<file path="src/rtl/io_clock_generator.sv">
// io_clock_generator: programmable serial IO clock with burst length, graceful stop,
// abort, and quarter-period phase strobes for serial shift engines.
module io_clock_generator #(
    parameter int unsigned DIV_WIDTH   = 16,
    parameter int unsigned COUNT_WIDTH = 8
) (
    input  logic                   clk,
    input  logic                   async_rst_n,
    input  logic                   clk_en,
    input  logic [DIV_WIDTH-1:0]   clock_divisor,
    input  logic                   idle_polarity,
    input  logic [COUNT_WIDTH-1:0] cycle_count,
    input  logic                   start,
    input  logic                   stop,
    input  logic                   abort,
    output logic                   sclk,
    output logic                   busy,
    output logic                   done,
    output logic [COUNT_WIDTH-1:0] period_count,
    output logic                   first_center,
    output logic                   first_edge,
    output logic                   second_center,
    output logic                   second_edge
);

    localparam int unsigned MIN_DIV = 4;
    localparam logic [DIV_WIDTH-1:0] MIN_DIV_W = DIV_WIDTH'(MIN_DIV);

    typedef enum logic {
        ST_IDLE = 1'b0,
        ST_RUN  = 1'b1
    } state_t;

    state_t state_q, state_d;

    logic [1:0]             rst_sync_q;
    logic                   rst_n;

    logic [DIV_WIDTH-1:0]   cnt_q, cnt_d;
    logic [DIV_WIDTH-1:0]   div_q, div_d;
    logic [COUNT_WIDTH-1:0] ccount_q, ccount_d;
    logic                   pol_q, pol_d;
    logic                   stop_pend_q, stop_pend_d;
    logic                   sclk_q, sclk_d;
    logic                   done_q, done_d;
    logic [COUNT_WIDTH-1:0] pcount_q, pcount_d;
    logic                   fc_q, fc_d;
    logic                   fe_q, fe_d;
    logic                   sc_q, sc_d;
    logic                   se_q, se_d;

    logic [DIV_WIDTH-1:0]   quarter_c;
    logic [DIV_WIDTH-1:0]   half_c;
    logic [DIV_WIDTH-1:0]   lim_fc_c;
    logic [DIV_WIDTH-1:0]   lim_fe_c;
    logic [DIV_WIDTH-1:0]   lim_sc_c;
    logic [DIV_WIDTH-1:0]   lim_se_c;
    logic [DIV_WIDTH-1:0]   div_sel_c;
    logic [COUNT_WIDTH-1:0] pcount_inc_c;
    logic                   start_ok_c;
    logic                   hit_se_c;
    logic                   last_c;

    // Reset synchronizer: assertion is immediate, release is aligned to clk
    always_ff @(posedge clk or negedge async_rst_n) begin
        if (!async_rst_n) begin
            rst_sync_q <= 2'b00;
        end else begin
            rst_sync_q <= {rst_sync_q[0], 1'b1};
        end
    end

    assign rst_n = rst_sync_q[1];

    // Phase limits derived from the latched divisor (divisor is never below 4)
    assign quarter_c    = div_q >> 2;
    assign half_c       = div_q >> 1;
    assign lim_fc_c     = quarter_c - DIV_WIDTH'(1);
    assign lim_fe_c     = half_c - DIV_WIDTH'(1);
    assign lim_sc_c     = half_c + quarter_c - DIV_WIDTH'(1);
    assign lim_se_c     = div_q - DIV_WIDTH'(1);
    assign div_sel_c    = (clock_divisor < MIN_DIV_W) ? MIN_DIV_W : clock_divisor;
    assign pcount_inc_c = pcount_q + COUNT_WIDTH'(1);
    assign start_ok_c   = start && !abort;
    assign hit_se_c     = (cnt_q == lim_se_c);
    assign last_c       = ((ccount_q != '0) && (pcount_inc_c == ccount_q)) || stop_pend_q;

    // State register
    always_ff @(posedge clk or negedge rst_n) begin
        if (!rst_n) begin
            state_q <= ST_IDLE;
        end else if (clk_en) begin
            state_q <= state_d;
        end
    end

    // Next-state logic: abort wins over everything, bursts end on a period boundary
    always_comb begin
        state_d = state_q;
        case (state_q)
            ST_IDLE: begin
                if (start_ok_c) begin
                    state_d = ST_RUN;
                end
            end
            ST_RUN: begin
                if (abort || (hit_se_c && last_c)) begin
                    state_d = ST_IDLE;
                end
            end
            default: state_d = ST_IDLE;
        endcase
    end

    // Output/datapath next values: phase counter, sclk, strobes, period bookkeeping
    always_comb begin
        cnt_d       = cnt_q;
        div_d       = div_q;
        ccount_d    = ccount_q;
        pol_d       = pol_q;
        stop_pend_d = stop_pend_q;
        sclk_d      = sclk_q;
        done_d      = 1'b0;
        pcount_d    = pcount_q;
        fc_d        = 1'b0;
        fe_d        = 1'b0;
        sc_d        = 1'b0;
        se_d        = 1'b0;
        case (state_q)
            ST_IDLE: begin
                sclk_d = idle_polarity;
                if (start_ok_c) begin
                    cnt_d       = '0;
                    pcount_d    = '0;
                    stop_pend_d = stop;
                    div_d       = div_sel_c;
                    ccount_d    = cycle_count;
                    pol_d       = idle_polarity;
                end
            end
            ST_RUN: begin
                if (abort) begin
                    sclk_d      = idle_polarity;
                    cnt_d       = '0;
                    stop_pend_d = 1'b0;
                end else begin
                    fc_d  = (cnt_q == lim_fc_c);
                    fe_d  = (cnt_q == lim_fe_c);
                    sc_d  = (cnt_q == lim_sc_c);
                    se_d  = hit_se_c;
                    cnt_d = hit_se_c ? '0 : cnt_q + DIV_WIDTH'(1);
                    if (stop) begin
                        stop_pend_d = 1'b1;
                    end
                    if (cnt_q == lim_fe_c) begin
                        sclk_d = ~pol_q;
                    end
                    if (hit_se_c) begin
                        sclk_d   = pol_q;
                        pcount_d = pcount_inc_c;
                        if (last_c) begin
                            stop_pend_d = 1'b0;
                            done_d      = 1'b1;
                        end
                    end
                end
            end
            default: ;
        endcase
    end

    // Datapath registers, all gated by the tick qualifier
    always_ff @(posedge clk or negedge rst_n) begin
        if (!rst_n) begin
            cnt_q       <= '0;
            div_q       <= MIN_DIV_W;
            ccount_q    <= '0;
            pol_q       <= 1'b0;
            stop_pend_q <= 1'b0;
            sclk_q      <= 1'b0;
            done_q      <= 1'b0;
            pcount_q    <= '0;
            fc_q        <= 1'b0;
            fe_q        <= 1'b0;
            sc_q        <= 1'b0;
            se_q        <= 1'b0;
        end else if (clk_en) begin
            cnt_q       <= cnt_d;
            div_q       <= div_d;
            ccount_q    <= ccount_d;
            pol_q       <= pol_d;
            stop_pend_q <= stop_pend_d;
            sclk_q      <= sclk_d;
            done_q      <= done_d;
            pcount_q    <= pcount_d;
            fc_q        <= fc_d;
            fe_q        <= fe_d;
            sc_q        <= sc_d;
            se_q        <= se_d;
        end
    end

    assign busy          = (state_q == ST_RUN);
    assign sclk          = sclk_q;
    assign done          = done_q;
    assign period_count  = pcount_q;
    assign first_center  = fc_q;
    assign first_edge    = fe_q;
    assign second_center = sc_q;
    assign second_edge   = se_q;

endmodule
</file>
<file path="config.mk">
export PLATFORM = sky130hd
export DESIGN_NAME = io_clock_generator
export DESIGN_NICKNAME = d
export VERILOG_FILES = /design/src/rtl/io_clock_generator.sv
export SDC_FILE = /design/constraint.sdc
export NUM_CORES = 1
export LEC_CHECK = 0
export ABC_AREA = 1
export ABC_CLOCK_PERIOD_IN_PS = 2470
export BUFFER_PORTS_ARGS = -buffer_cell sky130_fd_sc_hd__buf_2
export CAP_MARGIN = 20
export CORE_ASPECT_RATIO = 1.2
export CORE_MARGIN = 5
export CORE_UTILIZATION = 50
export CTS_CLUSTER_DIAMETER = 120
export DETAILED_ROUTE_END_ITERATION = 12
export MAX_ROUTING_LAYER = met4
export PLACE_DENSITY = 0.65
export SLEW_MARGIN = 0
export SYNTH_ARGS = -nofsm -noshare
export SYNTH_HDL_FRONTEND = slang
export SYNTH_SLANG_ARGS = --single-unit
</file>
<file path="constraint.sdc">
create_clock -name clk -period 2.47 [get_ports clk]
set_clock_uncertainty 0.2 [all_clocks]
set_input_delay 0.1235 -clock clk [delete_from_list [all_inputs] [get_ports clk]]
set_output_delay 0.1235 -clock clk [all_outputs]
set_load 0.1 [all_outputs]
</file>
==> results of run 1 <==
registers in the layout, summed over array words and instances (netlist names), 2 cells and up:
name and flops:
cnt_q 16, div_q 16, ccount_q 8, period_count 8, rst_sync_q 2
synth_stat cells (11+ instances only):
cell	instances
dfrtp_1	58
ha_1	45
xnor2_1	28
nand4_1	13
inv_1	124
o21ai_0	38
nor2_1	72
nand2_1	311
nand3_1	64
buf_2	12
o22ai_1	11
a21oi_1	21
xor2_1	42
area by class of cell:
type / instances / area share, %
inverters: 128 / 5.72
repair buffers: 227 / 21.1
clock buffers: 10 / 2.83
clock inverters: 6 / 0.755
flip-flops and latches: 59 / 17.6
well taps: 157 / 2.33
multi-input cells: 706 / 49.7
where the power goes:
part	internal [W]	switching [W]	leakage (nW)
combinational	0.00240	0.00294	3.40
clock	0.000808	0.000488	0.145
sequential	0.00113	0.000129	0.756
kinds of logic (layout without fill, tap and decap cells):
group	Yosys count	in the layout	synth area share, %
DFF	59	59	25.0
adders and majority gates	47	47	10.2
and+or+nand+nor	496	497	35.3
buffers and inverters	151	371	10.0
xor gates and xnor gates	70	70	10.4
AOI/OAI and AO/OA	91	91	9.02
other	1	1	0.0635
worst paths after layout:
check | to | slack (ns)
max | second_center$_DFFE_PN0P_ | -0.30
min | div_q[14]$_DFFE_PN0P_ | 0.07
max reg2reg | second_center$_DFFE_PN0P_ | -0.30
min reg2reg | div_q[14]$_DFFE_PN0P_ | 0.07
max in group asynchronous | rst_sync_q[1]$_DFF_PN0_ | 1.48
min in group clk | rst_sync_q[1]$_DFF_PN0_ | 0.16
routing by layer:
| metal | track usage, % | routed length (um) | part of all wire, % |
|---|---|---|---|
| met5 | - | 0 | 0 |
| met1 | 34.7 | 8250 | 42 |
| met3 | 2.04 | 786 | 4.0 |
| met2 | 51.7 | 9780 | 50 |
| met4 | 10.6 | 668 | 3.4 |
worst max-delay path, stage by stage (launching register included):
cell	delay [ns]
dfstp_2	0.55
inv_4	0.05
ha_4	0.23
inv_2	0.06
ha_4	0.13
inv_2	0.03
fa_2	0.52
xor2_1	0.14
nand4_1	0.12
nor2_1	0.15
nand2_1	0.06
nor2_1	0.10
nand3b_1	0.12
nor3_2	0.12
nand3_1	0.09
nand2_1	0.06
cells in the final DEF (no fill, tap or decap), types with 5 or more instances in the layout:
cell type      instances
a21oi_1               17
buf_12                 5
buf_2                 45
buf_4                136
buf_6                  9
clkbuf_16              9
dfrtp_1               53
dfrtp_2                5
dlygate4sd3_1         31
ha_1                  33
ha_2                   5
ha_4                   7
inv_1                110
inv_2                 16
nand2_1              293
nand2_2               18
nand3_1               60
nand3_2                6
nand3b_1               6
nand4_1               13
nor2_1                65
nor2_2                 8
nor2_4                 6
nor3_1                 5
o21ai_0               31
o21ai_1                6
o21ai_2                9
o22ai_1                7
or2_2                  5
xnor2_1               27
xor2_1                41
metrics by stage:
step	utilization (%)	area, um^2	setup TNS (ns)
detailed placement	63.2	7310	-7.73
finish	73.0	8450	-5.01
global placement	63.2	7310	-5.68
floorplan	-	5930	-0.240
global route	73.0	8450	-8.24
CTS	72.0	8330	-4.77
repair_timing:
item | in CTS | in global routing
buffers inserted | 12 | 1
hold buffers | 31 | 0
pin swaps | 14 | 18
resized for setup | 73 | 32
gates cloned | 2 | 0
endpoints found under the setup margin | 32 | 32
hold endpoints to repair | 31 | 0
==> flow_metrics.env, run 1 <==
export IMPL_post_drt_wl_per_cell_um=15.1
export IMPL_grt_pass1_vias=6391
export IMPL_hpwl_um=14400
export IMPL_htree_levels=3
export IMPL_hold_ws_ns=0.0657
export IMPL_fin_nets=1209
export IMPL_setup_worst_path_start="div_q[2]$_DFFE_PN1P_"
export IMPL_dieArea_mm2=0.0141
export IMPL_ys_ff_latch=59
export IMPL_syn_avg_cell_area_um2=6.46
export IMPL_firstDrtPassIters=5
export IMPL_wirelength_um=19500
export IMPL_antenna_left=0
export IMPL_synth_top_cell_area_share_pct=24.6
export IMPL_grt_first_pass_wirelength_um=31100
export IMPL_remaining_drc_errors=0
export IMPL_status="finished, violations left"
export IMPL_finalWorstSetupSlack_ns=-0.305
export IMPL_diodes=0
export IMPL_cts_root_buf="clkbuf_16"
export IMPL_power_density_mw_per_mm2=935
export IMPL_synthCells=915
export IMPL_worst_path_max_fanout=3
export IMPL_port_buffers=45
export IMPL_drt_initial_drc_count=494
export IMPL_failed_checks="negative setup slack"
export IMPL_area_delta_synth_final_pct=43.0
export IMPL_dp_cells=1231
export IMPL_path_class="reg -> reg"
export IMPL_critPathRequiredTime_ns=2.54
export IMPL_seq_area_mm2=0.00148
export IMPL_clkSlewWorstSetupHoldPaths_ns=0.06
export IMPL_drive_above_1_share_pct=28.3
export IMPL_leakagePower_nw=4.30
export IMPL_fmax_mhz=360
export IMPL_setup_viol=31
export IMPL_grt_max_degree=58
export IMPL_clock_path_buffers=2
export IMPL_rows=43
export IMPL_syn_nets=993
export IMPL_ir_drop_mv=0.606
export IMPL_yosysSeqAreaShare_pct=25.0
export IMPL_ys_top_cells_by_area="dfrtp_1 (25%), nand2_1 (20%), ha_1 (9.5%)"
export IMPL_grt_ovfl_total=0
export IMPL_multiInputGateArea_mm2=0.00420
export IMPL_die_h_um=129
export IMPL_max_cap_viol_count=0
export IMPL_slew_headroom_pct=60.0
export IMPL_gp_congestion=0.926
export IMPL_synth_flop_cell="dfrtp_1"
export IMPL_rsz0062_at_grt="yes"
export IMPL_fp_coreArea_mm2=0.0116
export IMPL_tightestPinTransition_ns=0.596
export IMPL_yosysWarnings=0
export IMPL_via_per_inst=5.07
export IMPL_cts_sinks=59
export IMPL_grtUsageTotal_pct=29.2
export IMPL_cp_arrival_ns=2.85
export IMPL_setup_worst_path_end_class="flip-flop"
export IMPL_layout_cells_non_filler=1293
export IMPL_asyncSetResetFlopFracSynth_pct=100
export IMPL_setup_worst_path_start_class="flip-flop"
export IMPL_die_w_um=109
export IMPL_nFillCells=933
export IMPL_vias=6560
export IMPL_clock_latency_ns=0.34
export IMPL_cts_tree="built"
export IMPL_drv_slew=0
export IMPL_synth_edff_count=0
export IMPL_place_ws_ns=-0.309
export IMPL_pin_count=46
export IMPL_reg2reg_from="div_q[2]$_DFFE_PN1P_"
export IMPL_mappedNetlistArea_mm2=0.00591
export IMPL_fin_crit_ns=2.77
export IMPL_numCtsBuffers=9
export IMPL_min_path_type="reg -> async"
export IMPL_initial_core_util_pct=51.1
export IMPL_period_share_pct=112
export IMPL_antenna_found_initial=0
export IMPL_total_power_w=0.00790
export IMPL_yosysUniqueCellTypes=38
export IMPL_synth_largest_area_cell="dfrtp_1"
export IMPL_r2r_cells=15
export IMPL_finalHoldViolCount=0
Note: power is estimated with default switching activity, not from simulation.
==> run 2: changes to the inputs <==
--- a/config.mk
+++ b/config.mk
@@ -12,6 +12,7 @@
 export CORE_ASPECT_RATIO = 1.2
 export CORE_MARGIN = 5
 export CORE_UTILIZATION = 50
+export CTS_BUF_LIST = sky130_fd_sc_hd__clkbuf_8
 export CTS_CLUSTER_DIAMETER = 120
 export DETAILED_ROUTE_END_ITERATION = 12
 export MAX_ROUTING_LAYER = met4
==> run 2 against run 1 <==
The flow still finishes with violations (negative setup slack). Sequential share of layout area grew 0.30 points. Clock-buffer cell count did not move. Global-route usage fell by 0.30 points. Die area unchanged. Clock power decreased by 28%. Total power shrank 5.3%. Register-to-register slack improved by 0.02 ns. Hold slack got worse by 0.0099 ns. Design area down 1.7%. Largest cell class unchanged.
==> flow_metrics.env, run 2 (synthesized netlist as in run 1, its figures left out) <==
export IMPL_port_buffers=45
export IMPL_ir_drop_mv=0.620
export IMPL_layout_cells_non_filler=1294
export IMPL_nFillCells=960
export IMPL_fin_nets=1210
export IMPL_multiInputGateArea_mm2=0.00418
export IMPL_grt_pass1_vias=6434
export IMPL_via_per_inst=5.07
export IMPL_tightestPinTransition_ns=0.595
export IMPL_fmax_mhz=363
export IMPL_hpwl_um=14400
export IMPL_die_h_um=129
export IMPL_power_density_mw_per_mm2=900
export IMPL_rsz0062_at_grt="yes"
export IMPL_finalHoldViolCount=0
export IMPL_mostFrequentLayoutCells="nand2_1 (294), buf_4 (140), inv_1 (110)"
export IMPL_grt_ovfl_total=0
export IMPL_cp_arrival_ns=2.85
export IMPL_regToRegEndpoint="second_center$_DFFE_PN0P_"
export IMPL_worst_path_max_fanout=3
export IMPL_area_delta_synth_final_pct=40.6
export IMPL_grtUsageTotal_pct=28.9
export IMPL_pin_count=46
export IMPL_remaining_drc_errors=0
export IMPL_clock_latency_ns=0.35
export IMPL_setup_viol=31
export IMPL_fin_area_mm2=0.00831
export IMPL_antenna_found_initial=0
export IMPL_die_w_um=109
export IMPL_top_regs="cnt_q (16), div_q (16)"
export IMPL_period_share_pct=112
export IMPL_initial_core_util_pct=51.1
export IMPL_drv_slew=0
export IMPL_firstDrtPassIters=5
export IMPL_grt_first_pass_wirelength_um=30700
export IMPL_drive_above_1_share_pct=28.6
export IMPL_cts_root_buf="clkbuf_8"
export IMPL_cts_tree="built"
export IMPL_diodes=0
export IMPL_rows=43
export IMPL_reg2reg_from="div_q[2]$_DFFE_PN1P_"
export IMPL_vias=6566
export IMPL_dp_cells=1231
export IMPL_grt_max_degree=58
export IMPL_dpl_cell_area_mm2=0.00731
export IMPL_tns_ns=-5.41
export IMPL_numCtsBuffers=9
export IMPL_status="finished, violations left"
export IMPL_drt_initial_drc_count=505
export IMPL_r2r_cells=15
export IMPL_gp_congestion=0.926
export IMPL_setup_worst_path_end_class="flip-flop"
export IMPL_post_drt_wl_per_cell_um=14.8
export IMPL_cts_sinks=59
export IMPL_antenna_left=0
export IMPL_htree_levels=3
export IMPL_max_cap_viol_count=0
export IMPL_regToRegSetupSlack_ns=-0.29
export IMPL_setup_worst_path_start_class="flip-flop"
export IMPL_wirelength_um=19200
export IMPL_path_class="reg -> reg"
export IMPL_finalWorstSetupSlack_ns=-0.287
export IMPL_failed_checks="negative setup slack"
export IMPL_place_ws_ns=-0.309
export IMPL_clock_path_buffers=2
export IMPL_fin_crit_ns=2.76
export IMPL_final_common_cell="nand2_1"
export IMPL_leakagePower_nw=4.24
export IMPL_critPathRequiredTime_ns=2.56
export IMPL_clkSlewWorstSetupHoldPaths_ns=0.08
export IMPL_seq_area_mm2=0.00148
export IMPL_slew_headroom_pct=60.1
export IMPL_fp_coreArea_mm2=0.0116
export IMPL_dieArea_mm2=0.0141
export IMPL_min_path_type="reg -> async"
## run 2: stage by stage
| stage | power (W) | utilization, % | hold WS, ns |
|---|---|---|---|
| 6_report | 0.00747 | 71.8 | 0.0558 |
| 2_1_floorplan | 0.00430 | - | -0.372 |
| 5_1_grt | 0.00817 | 71.8 | 0.0976 |
| 3_3_place_gp | 0.00606 | 63.2 | -0.291 |
| 3_5_place_dp | 0.00612 | 63.2 | -0.290 |
| 4_1_cts | 0.00734 | 70.7 | 0.0952 |
## run 2: worst max-delay path by stage
| stage | depth (start not counted) | startpoint | end |
|---|---|---|---|
| 2_1_floorplan | 15 | div_q[2]$_DFFE_PN1P_ | second_center$_DFFE_PN0P_ |
| 3_3_place_gp | 15 | div_q[2]$_DFFE_PN1P_ | second_center$_DFFE_PN0P_ |
| 3_5_place_dp | 15 | div_q[2]$_DFFE_PN1P_ | second_center$_DFFE_PN0P_ |
| 4_1_cts | 15 | div_q[2]$_DFFE_PN1P_ | second_center$_DFFE_PN0P_ |
| 5_1_grt | 17 | div_q[6]$_DFFE_PN0P_ | second_center$_DFFE_PN0P_ |
| 6_report | 15 | div_q[2]$_DFFE_PN1P_ | second_center$_DFFE_PN0P_ |
## run 2: layer usage
metal  global-route usage (%)  part of all wire [%]
met5                        -                     0
met4                     11.7                   4.2
met3                     2.94                   5.1
met2                     50.4                    49
met1                     33.8                    42
## run 2: cell type report
class	instances	share of cell area [%]
flip-flops and latches	59	17.9
clock buffers	10	1.66
inverters	128	5.81
repair buffers	228	21.2
clock inverters	6	0.768
well taps	157	2.36
multi-input cells	706	50.3
## run 2: critical path, stage by stage (launching register included)
cell      delay [ns]
dfstp_2         0.56
inv_4           0.05
ha_4            0.23
inv_2           0.06
ha_4            0.12
inv_2           0.03
fa_2            0.52
xor2_1          0.14
nand4_1         0.11
nor2_1          0.14
nand2_1         0.06
nor2_1          0.10
nand3b_1        0.11
nor3_2          0.12
nand3_1         0.08
nand2_1         0.06
## run 2: power by group
group / switching, W / internal, W / total [W]
logic: 0.00291 / 0.00238 / 0.00529
registers: 0.000126 / 0.00112 / 0.00125
clock network: 0.000443 / 0.000493 / 0.000936
## run 2: what timing repair did
action / in CTS / in global routing
pin swaps: 11 / 18
setup endpoints to repair: 32 / 32
cloned: 2 / 0
setup buffers: 12 / 3
hold endpoints to repair: 31 / 0
resized for setup: 62 / 36
hold buffers: 31 / 0
